--- config.mk ---
export PLATFORM = sky130hd
export DESIGN_NAME = tx_aux_sequencer
export DESIGN_NICKNAME = d
export VERILOG_FILES = /design/src/rtl/tx_aux_sequencer.sv
export SDC_FILE = /design/constraint.sdc
export NUM_CORES = 1
export LEC_CHECK = 0
export CAP_MARGIN = 20
export CORE_MARGIN = 4
export CORE_UTILIZATION = 50
export DETAILED_ROUTE_END_ITERATION = 10
export GPL_TIMING_DRIVEN = 1
export HOLD_SLACK_MARGIN = 0.03
export PLACE_DENSITY_LB_ADDON = 0.1
export SYNTH_ARGS = -nofsm -noshare
export SYNTH_HDL_FRONTEND = slang
export SYNTH_SLANG_ARGS = --single-unit
export TNS_END_PERCENT = 5
--- constraint.sdc ---
create_clock -name clk -period 7 [get_ports clk]
set_clock_uncertainty 0.05 [all_clocks]
set_input_delay 1.4 -clock clk [delete_from_list [all_inputs] [get_ports clk]]
set_output_delay 1.4 -clock clk [all_outputs]
set_load 0.005 [all_outputs]
--- src/rtl/tx_aux_sequencer.sv ---
// tx_aux_sequencer: emits aux/segment headers to a frame builder, then TERM_REPEAT end markers
module tx_aux_sequencer #(
    parameter logic [15:0] MAXAUX      = 16'h0fff,
    parameter int          MAXAUX_BITS = 12,
    parameter int          TERM_REPEAT = 4
) (
    input  logic                   clk,
    input  logic                   rst,
    input  logic                   start,
    input  logic [15:0]            segment_number_max,
    input  logic [15:0]            gap_cycles,
    input  logic                   ready,
    output logic                   valid,
    output logic [MAXAUX_BITS:0]   aux,
    output logic [15:0]            segment_number,
    output logic [15:0]            sent_count,
    output logic                   busy,
    output logic                   done
);
    typedef enum logic [2:0] {IDLE, SEND, GAP, TERM, TERM_GAP, DONE} state_t;

    localparam logic [MAXAUX_BITS-1:0] LAST_AUX  = MAXAUX[MAXAUX_BITS-1:0];
    localparam logic [MAXAUX_BITS:0]   MARKER    = {1'b1, {MAXAUX_BITS{1'b0}}};
    localparam logic [15:0]            TERM_LAST = 16'(TERM_REPEAT - 1);

    state_t                 state_q, state_d;
    logic [MAXAUX_BITS:0]   aux_q;
    logic [15:0]            seg_q, seg_max_q, gap_q, gap_cnt_q, term_cnt_q, sent_q;
    logic                   xfer, accept, last_seg, last_data, last_term, gap_zero, gap_end;

    assign xfer      = valid && ready;
    assign accept    = start && (state_q == IDLE || state_q == DONE);
    assign last_seg  = seg_q == seg_max_q - 16'd1;
    assign last_data = last_seg && aux_q[MAXAUX_BITS-1:0] == LAST_AUX;
    assign last_term = term_cnt_q == TERM_LAST;
    assign gap_zero  = gap_q == 16'd0;
    assign gap_end   = gap_cnt_q == 16'd1;

    assign aux            = aux_q;
    assign segment_number = seg_q;
    assign sent_count     = sent_q;

    // State register
    always_ff @(posedge clk) begin
        if (rst) state_q <= IDLE;
        else     state_q <= state_d;
    end

    // Next state: gaps are skipped entirely when the latched gap is zero
    always_comb begin
        state_d = state_q;
        case (state_q)
            IDLE, DONE: state_d = start ? SEND : state_q;
            SEND:       if (xfer) state_d = last_data ? (gap_zero ? TERM : TERM_GAP) : (gap_zero ? SEND : GAP);
            GAP:        state_d = gap_end ? SEND : GAP;
            TERM:       if (xfer) state_d = last_term ? DONE : (gap_zero ? TERM : TERM_GAP);
            TERM_GAP:   state_d = gap_end ? TERM : TERM_GAP;
            default:    state_d = IDLE;
        endcase
    end

    // Outputs decoded from state
    always_comb begin
        valid = state_q == SEND || state_q == TERM;
        busy  = !(state_q == IDLE || state_q == DONE);
        done  = state_q == DONE;
    end

    // Datapath: latch run config on start, advance indices and counters on each transfer
    always_ff @(posedge clk) begin
        if (rst) begin
            aux_q      <= '0;
            seg_q      <= '0;
            seg_max_q  <= 16'd1;
            gap_q      <= '0;
            gap_cnt_q  <= '0;
            term_cnt_q <= '0;
            sent_q     <= '0;
        end else if (accept) begin
            aux_q      <= '0;
            seg_q      <= '0;
            seg_max_q  <= segment_number_max == 16'd0 ? 16'd1 : segment_number_max;
            gap_q      <= gap_cycles;
            gap_cnt_q  <= '0;
            term_cnt_q <= '0;
            sent_q     <= '0;
        end else begin
            if (xfer) begin
                sent_q    <= sent_q == 16'hFFFF ? sent_q : sent_q + 16'd1;
                gap_cnt_q <= gap_q;
            end else if (state_q == GAP || state_q == TERM_GAP) begin
                gap_cnt_q <= gap_cnt_q - 16'd1;
            end
            if (xfer && state_q == SEND) begin
                seg_q <= last_seg ? 16'd0 : seg_q + 16'd1;
                if (last_seg) aux_q <= last_data ? MARKER : aux_q + (MAXAUX_BITS+1)'(1);
            end
            if (xfer && state_q == TERM) term_cnt_q <= term_cnt_q + 16'd1;
        end
    end
endmodule

# Word level (Yosys, flattened, before mapping)
# Cells that the tools add are included.
[totals]
regBits = 112
inputBits = 36
elab_cells = 61
[op_classes]
n_addsub = 6
eq_ne = 13
n_mux = 15
n_bitwise = 1
n_reduce_logical = 18
[ops]
columns = ["operator", "count"]
rows = [
  ["2-to-1 mux 16 bit", 4],
  ["adder 16 x 1 -> 16 bit, second input constant", 3],
  ["zero test 16 bit", 2],
  ["subtractor 16 x 1 -> 16 bit, second input constant", 2],
  ["2-to-1 mux 3 bit", 7],
  ["== test 16 x 1 -> 1 bit, second input constant", 1],
  ["== test 16 bit", 1],
  ["== test 16 bit, second input constant", 1],
  ["== test 16 x 2 -> 1 bit, second input constant", 1],
  ["one-hot mux 3 bit (5 select lines)", 1],
  ["adder 13 x 1 -> 13 bit, second input constant", 1],
  ["2-to-1 mux 13 bit", 1],
  ["== test 12 bit, second input constant", 1],
  ["== test 3 x 2 -> 1 bit, second input constant", 2],
  ["== test 3 bit, second input constant", 2],
  ["inequality test 2 bit, second input constant", 3],
  ["logical AND 1 bit", 5],
  ["2-to-1 mux 2 bit", 2],
  ["AND reduction 2 bit", 2],
  ["OR reduction 2 bit", 2],
  ["== test 3 x 1 -> 1 bit, second input constant", 1],
  ["zero test 3 bit", 1],
  ["logical OR 1 bit", 3],
  ["AND reduction 3 bit", 1],
  ["other kinds (3)", 3],
]

# Logic depth before layout (Yosys ltp)
# Gate-level depths: netlist of the first run.
[logic_depth]
word_depth = 6
depth_mapped = 13
mapped_depth_nobuf = 13

# Worst setup path after synthesis of the first run
# OpenSTA, ideal clock, no wires.
[synth_timing]
kind = "input port to flip-flop"
startpoint = "in ready"
endpoint = "reg sent_q[13], in the netlist sent_count[13]"
setup_time_ps = 128
arrival_ps = 2699
required_time_ps = 6822
path_slack_ps = 4124
cell_stages = 8
path_buffers = 1
cell_sequence = "nand2_1 -> buf_2 -> a31oi_2 -> nand4_1 -> nor3_1 -> nand3_1 -> xor2_1 -> nor2_1"
[synth_between]
elab_chain_cells = 2
[synth_lines]
columns = ["element", "line_no", "text"]
rows = [
  ["from (decl)", "12", "input logic ready,"],
  ["logical AND 1 bit", "31", "assign xfer = valid && ready;"],
  ["AND reduction 2 bit (no source line)", "-", ""],
  ["to (signal assigned)", "89", "sent_q <= sent_q == 16'hFFFF ? sent_q : sent_q + 16'd1;"],
  ["to (decl)", "28", "logic [15:0] seg_q, seg_max_q, gap_q, gap_cnt_q, term_cnt_q, sent_q;"],
]
# No other way between the ends.
# A chain may end at the register's enable or synchronous reset.

# Worst setup path after layout of the first run
[layout_timing]
startpoint = "in ready"
endpoint = "reg seg_q[4], in the netlist segment_number[4]"
[layout_between]
elab_chain_cells = 2
[layout_lines]
columns = ["element", "line_no", "text"]
rows = [
  ["logical AND 1 bit", "31", ""],
  ["logical AND 1 bit", "94", "if (xfer && state_q == SEND) begin"],
  ["to (signal assigned)", "95", "seg_q <= last_seg ? 16'd0 : seg_q + 16'd1;"],
  ["to (decl)", "28", ""],
]
# No other way between the ends.

==> results of run 1 <==
[per-layer routing]
metal	GRT usage (%)	up-vias	share of wire [%]
li1	-	2521	-
met1	27.2	2448	45
met2	36.4	130	48
met3	5.84	15	6.0
met4	6.49	0	1.5
met5	0	-	0
[placed cells by master, fill, tap and decap left out, types with 12 or more instances in the layout]
master / instances
nor3_1: 19
nor2_1: 90
dfxtp_1: 112
xor2_1: 32
and3_1: 15
nand2_1: 83
nor4_1: 16
inv_1: 13
a21oi_1: 48
clkdlybuf4s50_1: 83
o21ai_0: 12
a22o_1: 13
xnor2_1: 35
nand3_1: 27
nand4_1: 18
[power by group]
part | internal (mW) | switching (mW) | leakage (nW)
logic | 0.112 | 0.152 | 1.37
registers | 0.665 | 0.0385 | 0.908
clock network | 0.129 | 0.217 | 0.0793
[critical path: stages]
cell and delay (ps):
clkdlybuf4s50_1 560, nand2_1 490, nor2_2 470, nand4_1 640, nand2_1 690, nor2_1 110
[sequential cells by signal (all words and copies together) (netlist names)]
| signal | count |
|---|---|
| seg_max_q | 16 |
| segment_number | 16 |
| sent_count | 16 |
| state_q | 3 |
| aux | 13 |
| gap_cnt_q | 16 |
| gap_q | 16 |
| term_cnt_q | 16 |
[through the flow]
stage | hold slack [ps] | setup slack, ps | std cells
finish | 434 | 2840 | 889
global route | 458 | 2580 | 889
CTS | 439 | 2860 | 887
detailed placement | 419 | 2470 | 871
global placement | 404 | 2570 | 871
floorplan | 398 | 4120 | 677
[logic make-up (layout without fill, tap and decap cells)]
group           after synthesis  in the layout  synth area share, %
mux                          11             11                 1.97
xor+xnor                     67             67                 10.5
buf+inv                      45            117                 3.18
simple gates                319            319                 28.7
flops                       112            112                 40.1
compound gates              115            115                 13.7
fa+ha+maj                     8              8                 1.79
[final timing paths]
| kind | end | slack (ps) | depth (start not counted) |
|---|---|---|---|
| max | segment_number[4]$_SDFFE_PP0P_ | 2840 | 6 |
| min reg2reg | aux[12]$_SDFFE_PP0P_ | 430 | 1 |
| max reg2reg | segment_number[4]$_SDFFE_PP0P_ | 3290 | 6 |
| min | aux[12]$_SDFFE_PP0P_ | 430 | 1 |
[final cells by class]
cell class | instances | area, um^2 | share of cell area, %
repair buffers | 88 | 878 | 13.2
clock inverters | 5 | 33.8 | 0.506
well taps | 140 | 175 | 2.62
inverters | 13 | 48.8 | 0.731
clock buffers | 11 | 131 | 1.97
multi-input cells | 520 | 3170 | 47.4
flip-flops and latches | 112 | 2240 | 33.6
==> run summary, run 1 <==
Setup crit start = ready
Yosys top cell area share = 40.1%
Most frequent cell after synthesis = dfxtp_1
TritonCTS clock tree = yes
Die ar. = 12900 um^2
Hold Path Class = flop to flop
Port buffer count = 83
Clk_lat worst skew = 390 ps
Initial antenna violation count = 0
Max VDD drop = 0.156 mV
P&R area growth vs syn = 19.6%
Routed Antenna Nets = 0
Worst Tran Pin Value = 806 ps
CTS Sinks = 112
Endpoint class of the critical path = flop
Synth top area cells = dfxtp_1, nor2_1, nand2_1
Hold_buf cts = 0
Detailed-route DRC error count = 0
Status = completed
Fin crit period = 4160 ps
1st-iter DRT viols = 360
Cells after Synth = 677
Drt wl/cell = 15.6 um
Post-synth cell types = 59
Core Util, Final = 61.3%
Htree depth = 3
Final setup vio count = 0
Vias = 5114
Slew HR = 46.2%
Filler Cell Count = 978
Top_reg_cell synth = dfxtp_1
CP max FO = 20
HP Start = aux[12]$_SDFFE_PP0P_
Synth area leader = dfxtp_1
Fmax = 240 MHz
Net count reported at finish = 788
Worst r2r src = state_q[0]$_SDFFE_PP0P_
Syn Std Cell Area = 5590 um^2
Area after DPL = 6490 um^2
Top Ports = 84
Worst endpoint required time = 7210 ps
Vert. Die Dim = 114 um
GP Congestion = 0.881
Flops & latches, synth = 112
WL final = 13800 um
Register area share after synthesis = 40.1%
Largest net degree at the start of global routing = 56
Gr usage total = 21.7%
GR Overflow Total = 0
Syn Area/Cell = 8.25 um^2
Clock-pin transition on the worst setup and hold timing paths = 100 ps
FFs w/ async S/R, synth = 0%
Arrival @ worst endpoint = 4370 ps
Final hold violation count = 0
Post-synth EDFFs = 0
Pwr Density = 197 nW/um^2
Pwr Total = 1.31 mW
Post-route cell area = 6680 um^2
Leakage power = 2.36 nW
Diodes inserted = 0
CTS buffer count = 9
Iteration count of the initial detailed-routing pass = 5
Initial Utilization = 51.3%
Tcrit/Tclk final = 59.4%
Die Wd = 114 um
DR vias/cell = 5.75
Layout cells sized above 1 = 5.07%
Hpwl dp = 9990 um
Fin. max-slew vios = 0
Std cell rows = 38
YS warnings = 0
First-pass GRT wire length = 22900 um
Startpoint Class = primary input
Number of setup buffers added after CTS = 0
Synth top cells by count = dfxtp_1, nor2_1, nand2_1
Resize count post-CTS = 0
Max-Cap Viols = 0
Max Root-Sink Buffers = 2
Setup TNS = 0 ps
Syn_nets = 721
Critical path class = primary input to flop
RSZ-0062 raised after global routing = no
Clk root buf = clkbuf_8
Core area = 10900 um^2
Vias in the first global route = 4762
Power figures use the tool's default switching activity.
==> inputs of run 2 (changes only) <==
clock period = 4.3 ns   (was 7 ns; I/O delays follow)
==> run 2 against run 1 <==
- register-to-register slack worse by 2100 ps
- sequential cell count unchanged
- wire length up 0.42%
- die area unchanged
- sequential share of layout area down 0.34 points
- critical endpoint is now state_q[1]$_SDFFE_PP0P_
- largest power group unchanged
==> run summary, run 2 (synthesis gave the netlist of run 1 again) <==
Status = completed
Detailed-route DRC error count = 0 (unchanged)
Std cell rows = 38 (unchanged)
Endpoint class of the critical path = flop
Multi-input logic area = 3170 um^2 (unchanged)
Gr usage total = 21.9% (+0.28 points)
Core Util, Final = 62.0% (+0.63 points)
1st-iter DRT viols = 359 (-0.28%)
Largest net degree at the start of global routing = 34 (-39%)
Critical path class = flop to flop
Slowest stage cell, crit path = nor3b_2
Most frequent cells in the layout = dfxtp_1, nor2_1, nand2_1, clkdlybuf4s50_1, a21oi_1
Clock power frac = 29.9% (+3.5 points)
Internal = 1.61 mW (+77%)
Worst r2r src = seg_max_q[0]$_SDFFE_PP1P_
Initial antenna violation count = 0 (unchanged)
Arrival @ worst endpoint = 3350 ps (-1020 ps)
Hold path cells = 1 (unchanged)
Clk root buf = clkbuf_8
Hpwl dp = 10400 um (+3.9%)
WP depth = 13 (+7)
Fmax = 319 MHz
Diodes inserted = 0 (unchanged)
Setup TNS = 0 ps (unchanged)
FF+latch area = 2240 um^2 (unchanged)
Tcrit/Tclk final = 73.0%
Iteration count of the initial detailed-routing pass = 5 (unchanged)
Routed Antenna Nets = 0 (unchanged)
DR vias/cell = 5.66 (-1.6%)
Startpoint Class = flop
CP delay by family, top = simple AND/OR/NAND/NOR gates
Die Wd = 114 um (unchanged)
Worst endpoint required time = 4510 ps (-2700 ps)
Hold_buf cts = 0 (unchanged)
Reg-to-reg setup timing slack = 1160 ps (-2130 ps)
Net count reported at finish = 793 (+0.63%)
Worst Path Buf+Inv = 1 (unchanged)
First-pass GRT wire length = 23200 um (+1.4%)
Top Ports = 84 (unchanged)
Top cell by count, worst path = ha_1
Vias = 5051 (-1.2%)
Core area = 10900 um^2 (unchanged)
GP Congestion = 0.907 (+3.0%)
Worst R2R End = state_q[1]$_SDFFE_PP0P_
Max VDD drop = 0.200 mV (+28%)
Fin crit period = 3140 ps
Hold endpoint = aux[12]$_SDFFE_PP0P_
Htree depth = 3 (unchanged)
GR Overflow Total = 0 (unchanged)
Max incr delay on CP = 460 ps (-230 ps)
Leakage power = 2.40 nW (+1.7%)
CTS Sinks = 112 (unchanged)
CTS buffer count = 9 (unchanged)
RSZ-0062 raised after global routing = no
Pwr Density = 334 nW/um^2 (+70%)
Comb power frac = 19.3% (-0.8 points)
Clk_lat worst skew = 370 ps (-20 ps)
Final hold violation count = 0 (unchanged)
Number of setup buffers added after CTS = 0 (unchanged)
Resize count post-CTS = 0 (unchanged)
P&R area growth vs syn = 20.8%
Switching part of the total = 28.8% (-2.2 points)
Filler Cell Count = 992 (+1.4%)
Max-Cap Viols = 0 (unchanged)
Die ar. = 12900 um^2 (unchanged)
Clock-pin transition on the worst setup and hold timing paths = 100 ps (about the same)
Max Root-Sink Buffers = 2 (unchanged)
Sw Pwr = 650 uW (+59%)
WL final = 13900 um (+0.42%)
Commonest non-fill, non-tap cell in the layout = dfxtp_1
Vias in the first global route = 4867 (+2.2%)
Vert. Die Dim = 114 um (unchanged)
Worst-case reg-to-reg path depth = 13 (+7)
Initial Utilization = 51.3% (unchanged)
Sequential power share = 50.8% (-2.7 points)
CP max FO = 8 (-60%)
Fin. max-slew vios = 0 (unchanged)
Port buffer count = 83 (unchanged)
Final setup vio count = 0 (unchanged)
Drt wl/cell = 15.6 um (about the same)
TritonCTS clock tree = yes
Layout cells sized above 1 = 5.59% (+0.51 points)
Slew HR = 55.8% (+9.6 points)
Crit-path cells = inv_1, ha_1, nor3b_2, nand2_1, xnor2_1, nand4_1, nor4_1, nand3_1, nor2_1, ha_1, a31oi_1, o31ai_1, a22o_1
Hold Path Class = flop to flop
Worst Tran Pin Value = 661 ps (-145 ps)
HP Start = aux[12]$_SDFFE_PP0P_
## run 2: stage by stage
stage                     power [mW]  worst slack, ps  hold slack, ps  area, um^2  cells
final                           2.26             1160             423        6750    892
after global routing            2.38              863             460        6750    892
after CTS                       2.27             1160             434        6740    891
after detailed placement        1.60             1010             409        6530    877
after global placement          1.59             1030             403        6530    877
after floorplan                 1.46             1690             398        5590    677
## run 2: worst max-delay path by stage
| stage | startpoint | to | slack (ps) |
|---|---|---|---|
| final | seg_max_q[0]$_SDFFE_PP1P_ | state_q[1]$_SDFFE_PP0P_ | 1160 |
| after global routing | seg_max_q[0]$_SDFFE_PP1P_ | state_q[1]$_SDFFE_PP0P_ | 860 |
| after CTS | seg_max_q[0]$_SDFFE_PP1P_ | state_q[1]$_SDFFE_PP0P_ | 1160 |
| after detailed placement | ready | segment_number[15]$_SDFFE_PP0P_ | 1010 |
| after global placement | ready | segment_number[15]$_SDFFE_PP0P_ | 1030 |
| after floorplan | seg_max_q[0]$_SDFFE_PP1P_ | state_q[1]$_SDFFE_PP0P_ | 1690 |
## run 2: cell type report
type / count / area share, %
timing repair buffer: 93 / 13.4
multi-input combinational: 520 / 47.0
clock inverter: 3 / 1.00
sequential: 112 / 33.2
inverter: 13 / 0.723
clock buffer: 11 / 2.10
tap: 140 / 2.60
## run 2: per-layer routing
metal | vias up | global-route usage [%] | wire length, um
met3 | 27 | 4.46 | 662
met4 | 0 | 9.05 | 373
met2 | 135 | 36.2 | 6460
met1 | 2357 | 28.0 | 6400
met5 | - | 0 | 0
li1 | 2532 | - | -
## run 2: power groups by stage
stage	registers [mW]	clock network [mW]	logic [mW]
6_report	1.15	0.676	0.435
5_1_grt	1.15	0.740	0.485
4_1_cts	1.14	0.696	0.435
3_5_place_dp	1.17	0	0.431
3_3_place_gp	1.17	0	0.423
2_1_floorplan	1.14	0	0.316
==> inputs of run 3 (changes only) <==
CORE_UTILIZATION = 49   (was 50)
clock period = 2.63 ns   (was 4.3 ns; I/O delays follow)
==> run 3 against run 2 <==
- the run now ends with negative setup slack left
- largest cell class unchanged
- clock power is 100% higher
- critical path depth fell by 2
- combinational power increased by 100%
- fmax is 14% higher
- highest routed layer unchanged
- global-route usage barely moved
- wire length rose by 2.3%
- setup slack worse by 1300 ps
- critical endpoint unchanged
- power rose by 82%
==> run summary, run 3 (synthesis gave the netlist of run 1 again) <==
CTS buffer count = 9 (unchanged)
Fin crit period = 2760 ps (-378 ps)
Critical path class = flop to flop
Post-route cell area = 7300 um^2 (+8.2%)
Hold path cells = 2 (+1)
Htree depth = 3 (unchanged)
Diodes inserted = 0 (unchanged)
Pre-CTS setup slack = -202 ps (-1220 ps)
Fmax = 362 MHz (+14%)
Die ar. = 13200 um^2 (+1.9%)
Final hold violation count = 0 (unchanged)
Worst-case reg-to-reg path depth = 11 (-2)
Max Root-Sink Buffers = 2 (unchanged)
Vert. Die Dim = 115 um (+0.95%)
Worst r2r src = seg_max_q[5]$_SDFFE_PP0P_
RSZ-0062 raised after global routing = yes
Endpoint class of the critical path = flop
Tcrit/Tclk final = 105% (+32 points)
Initial Utilization = 50.9% (-0.44 points)
Filler Cell Count = 921 (-7.2%)
Net count reported at finish = 835 (+5.3%)
P&R area growth vs syn = 30.7%
Top Ports = 84 (unchanged)
First-pass GRT wire length = 23600 um (+1.6%)
Die Wd = 115 um (+0.95%)
Core area = 11000 um^2 (+0.87%)
Hold Path Class = flop to flop
CTS Sinks = 112 (unchanged)
Pwr Density = 561 nW/um^2 (+68%)
Gr usage total = 21.9% (about the same)
Area after DPL = 6800 um^2 (+4.1%)
Vias = 5298 (+4.9%)
GR Overflow Total = 0 (unchanged)
Most frequent cells in the layout = dfxtp_1, nor2_1, clkdlybuf4s50_1, nand2_1, a21oi_1
Detailed-route DRC error count = 0 (unchanged)
Setup TNS = -327 ps (-327 ps)
Fin. max-slew vios = 0 (unchanged)
1st-iter DRT viols = 488 (+36%)
Routed Antenna Nets = 0 (unchanged)
Reg-to-reg setup timing slack = -130 ps (-1290 ps)
Failing checks = negative setup slack
CP max FO = 8 (unchanged)
Drt wl/cell = 15.2 um (-2.3%)
Core Util, Final = 66.5% (+4.5 points)
Port buffer count = 83 (unchanged)
Worst Tran Pin Value = 455 ps (-206 ps)
Final setup vio count = 5 (+5)
Arrival @ worst endpoint = 2960 ps (-390 ps)
Largest net degree at the start of global routing = 41 (+21%)
Dpl cells = 909 (+3.6%)
Pwr Total = 4.10 mW (+82%)
Clk root buf = clkbuf_16
WL final = 14200 um (+2.3%)
Vias in the first global route = 4987 (+2.5%)
Clk_lat worst skew = 360 ps (about the same)
TritonCTS clock tree = yes
Hold endpoint = gap_q[2]$_SDFFE_PP0P_
Initial antenna violation count = 0 (unchanged)
Hpwl dp = 10100 um (-2.5%)
Clock-pin transition on the worst setup and hold timing paths = 70 ps (-30 ps)
Max-Cap Viols = 0 (unchanged)
Multi-input logic area = 3280 um^2 (+3.6%)
Worst endpoint required time = 2830 ps (-1680 ps)
Worst R2R End = state_q[1]$_SDFFE_PP0P_
HP Start = gap_q[2]$_SDFFE_PP0P_
Hold WS = 432 ps (+8.16 ps)
Hold_buf cts = 0 (unchanged)
Iteration count of the initial detailed-routing pass = 5 (unchanged)
Layout cells sized above 1 = 13.4% (+7.8 points)
DR vias/cell = 5.67 (+0.17%)
Std cell rows = 38 (unchanged)
Worst Setup Slack, final = -129 ps (-1290 ps)
GP Congestion = 0.913 (+0.61%)
Commonest non-fill, non-tap cell in the layout = dfxtp_1
Max VDD drop = 0.637 mV (+220%)
Status = complete, but fails checks
Startpoint Class = flop
Slew HR = 69.6% (+14 points)
Final non-filler cell total = 934 (+4.7%)
Leakage power = 2.69 nW (+12%)
FF+latch area = 2240 um^2 (+0.11%)
-- run 3: how the worst max path moves through the flow --
stage	start	endpoint	slack, ps	depth (start not counted)
floorplan	seg_max_q[0]$_SDFFE_PP1P_	state_q[1]$_SDFFE_PP0P_	20	13
global placement	seg_max_q[0]$_SDFFE_PP1P_	state_q[1]$_SDFFE_PP0P_	-90	13
detailed placement	seg_max_q[0]$_SDFFE_PP1P_	state_q[1]$_SDFFE_PP0P_	-200	13
CTS	seg_max_q[1]$_SDFFE_PP0P_	state_q[1]$_SDFFE_PP0P_	-40	14
global route	seg_max_q[5]$_SDFFE_PP0P_	state_q[1]$_SDFFE_PP0P_	-330	11
finish	seg_max_q[5]$_SDFFE_PP0P_	state_q[1]$_SDFFE_PP0P_	-130	11
-- run 3: cell type report --
cell class | count | area share [%]
multi-input cells | 520 | 44.9
well taps | 140 | 2.40
repair buffers | 135 | 17.2
clock inverters | 4 | 0.720
inverters | 13 | 0.668
clock buffers | 10 | 3.27
flip-flops and latches | 112 | 30.8
-- run 3: metal layers --
| layer | wire (um) | GRT usage, % | share of wire, % |
|---|---|---|---|
| met1 | 6200 | 27.6 | 44 |
| met2 | 6960 | 36.9 | 49 |
| met3 | 762 | 5.47 | 5.4 |
| met4 | 289 | 7.43 | 2.0 |
| met5 | 0 | 0 | 0 |
-- run 3: where the power goes --
part / internal [mW] / switching, mW / total [mW]
Combinational: 0.406 / 0.472 / 0.878
Sequential: 1.77 / 0.0820 / 1.85
Clock: 0.759 / 0.608 / 1.37
Total: 2.93 / 1.16 / 4.10
-- run 3: critical path: stages (launching register included) --
cell,delay (ps)
dfxtp_1,360
nor4_4,460
a32oi_1,250
a21oi_2,180
nand4_1,130
nor4_2,310
nand3_1,130
nor2_1,130
ha_1,240
a31oi_1,130
o31ai_1,90
a22o_1,200
-- run 3: what timing repair did --
item                                    4_1_cts  5_1_grt
hold endpoints to repair                      0        0
pin swaps                                    13        8
buffers inserted                              8        1
gates resized for setup                      16       13
endpoints found under the setup margin       20       31
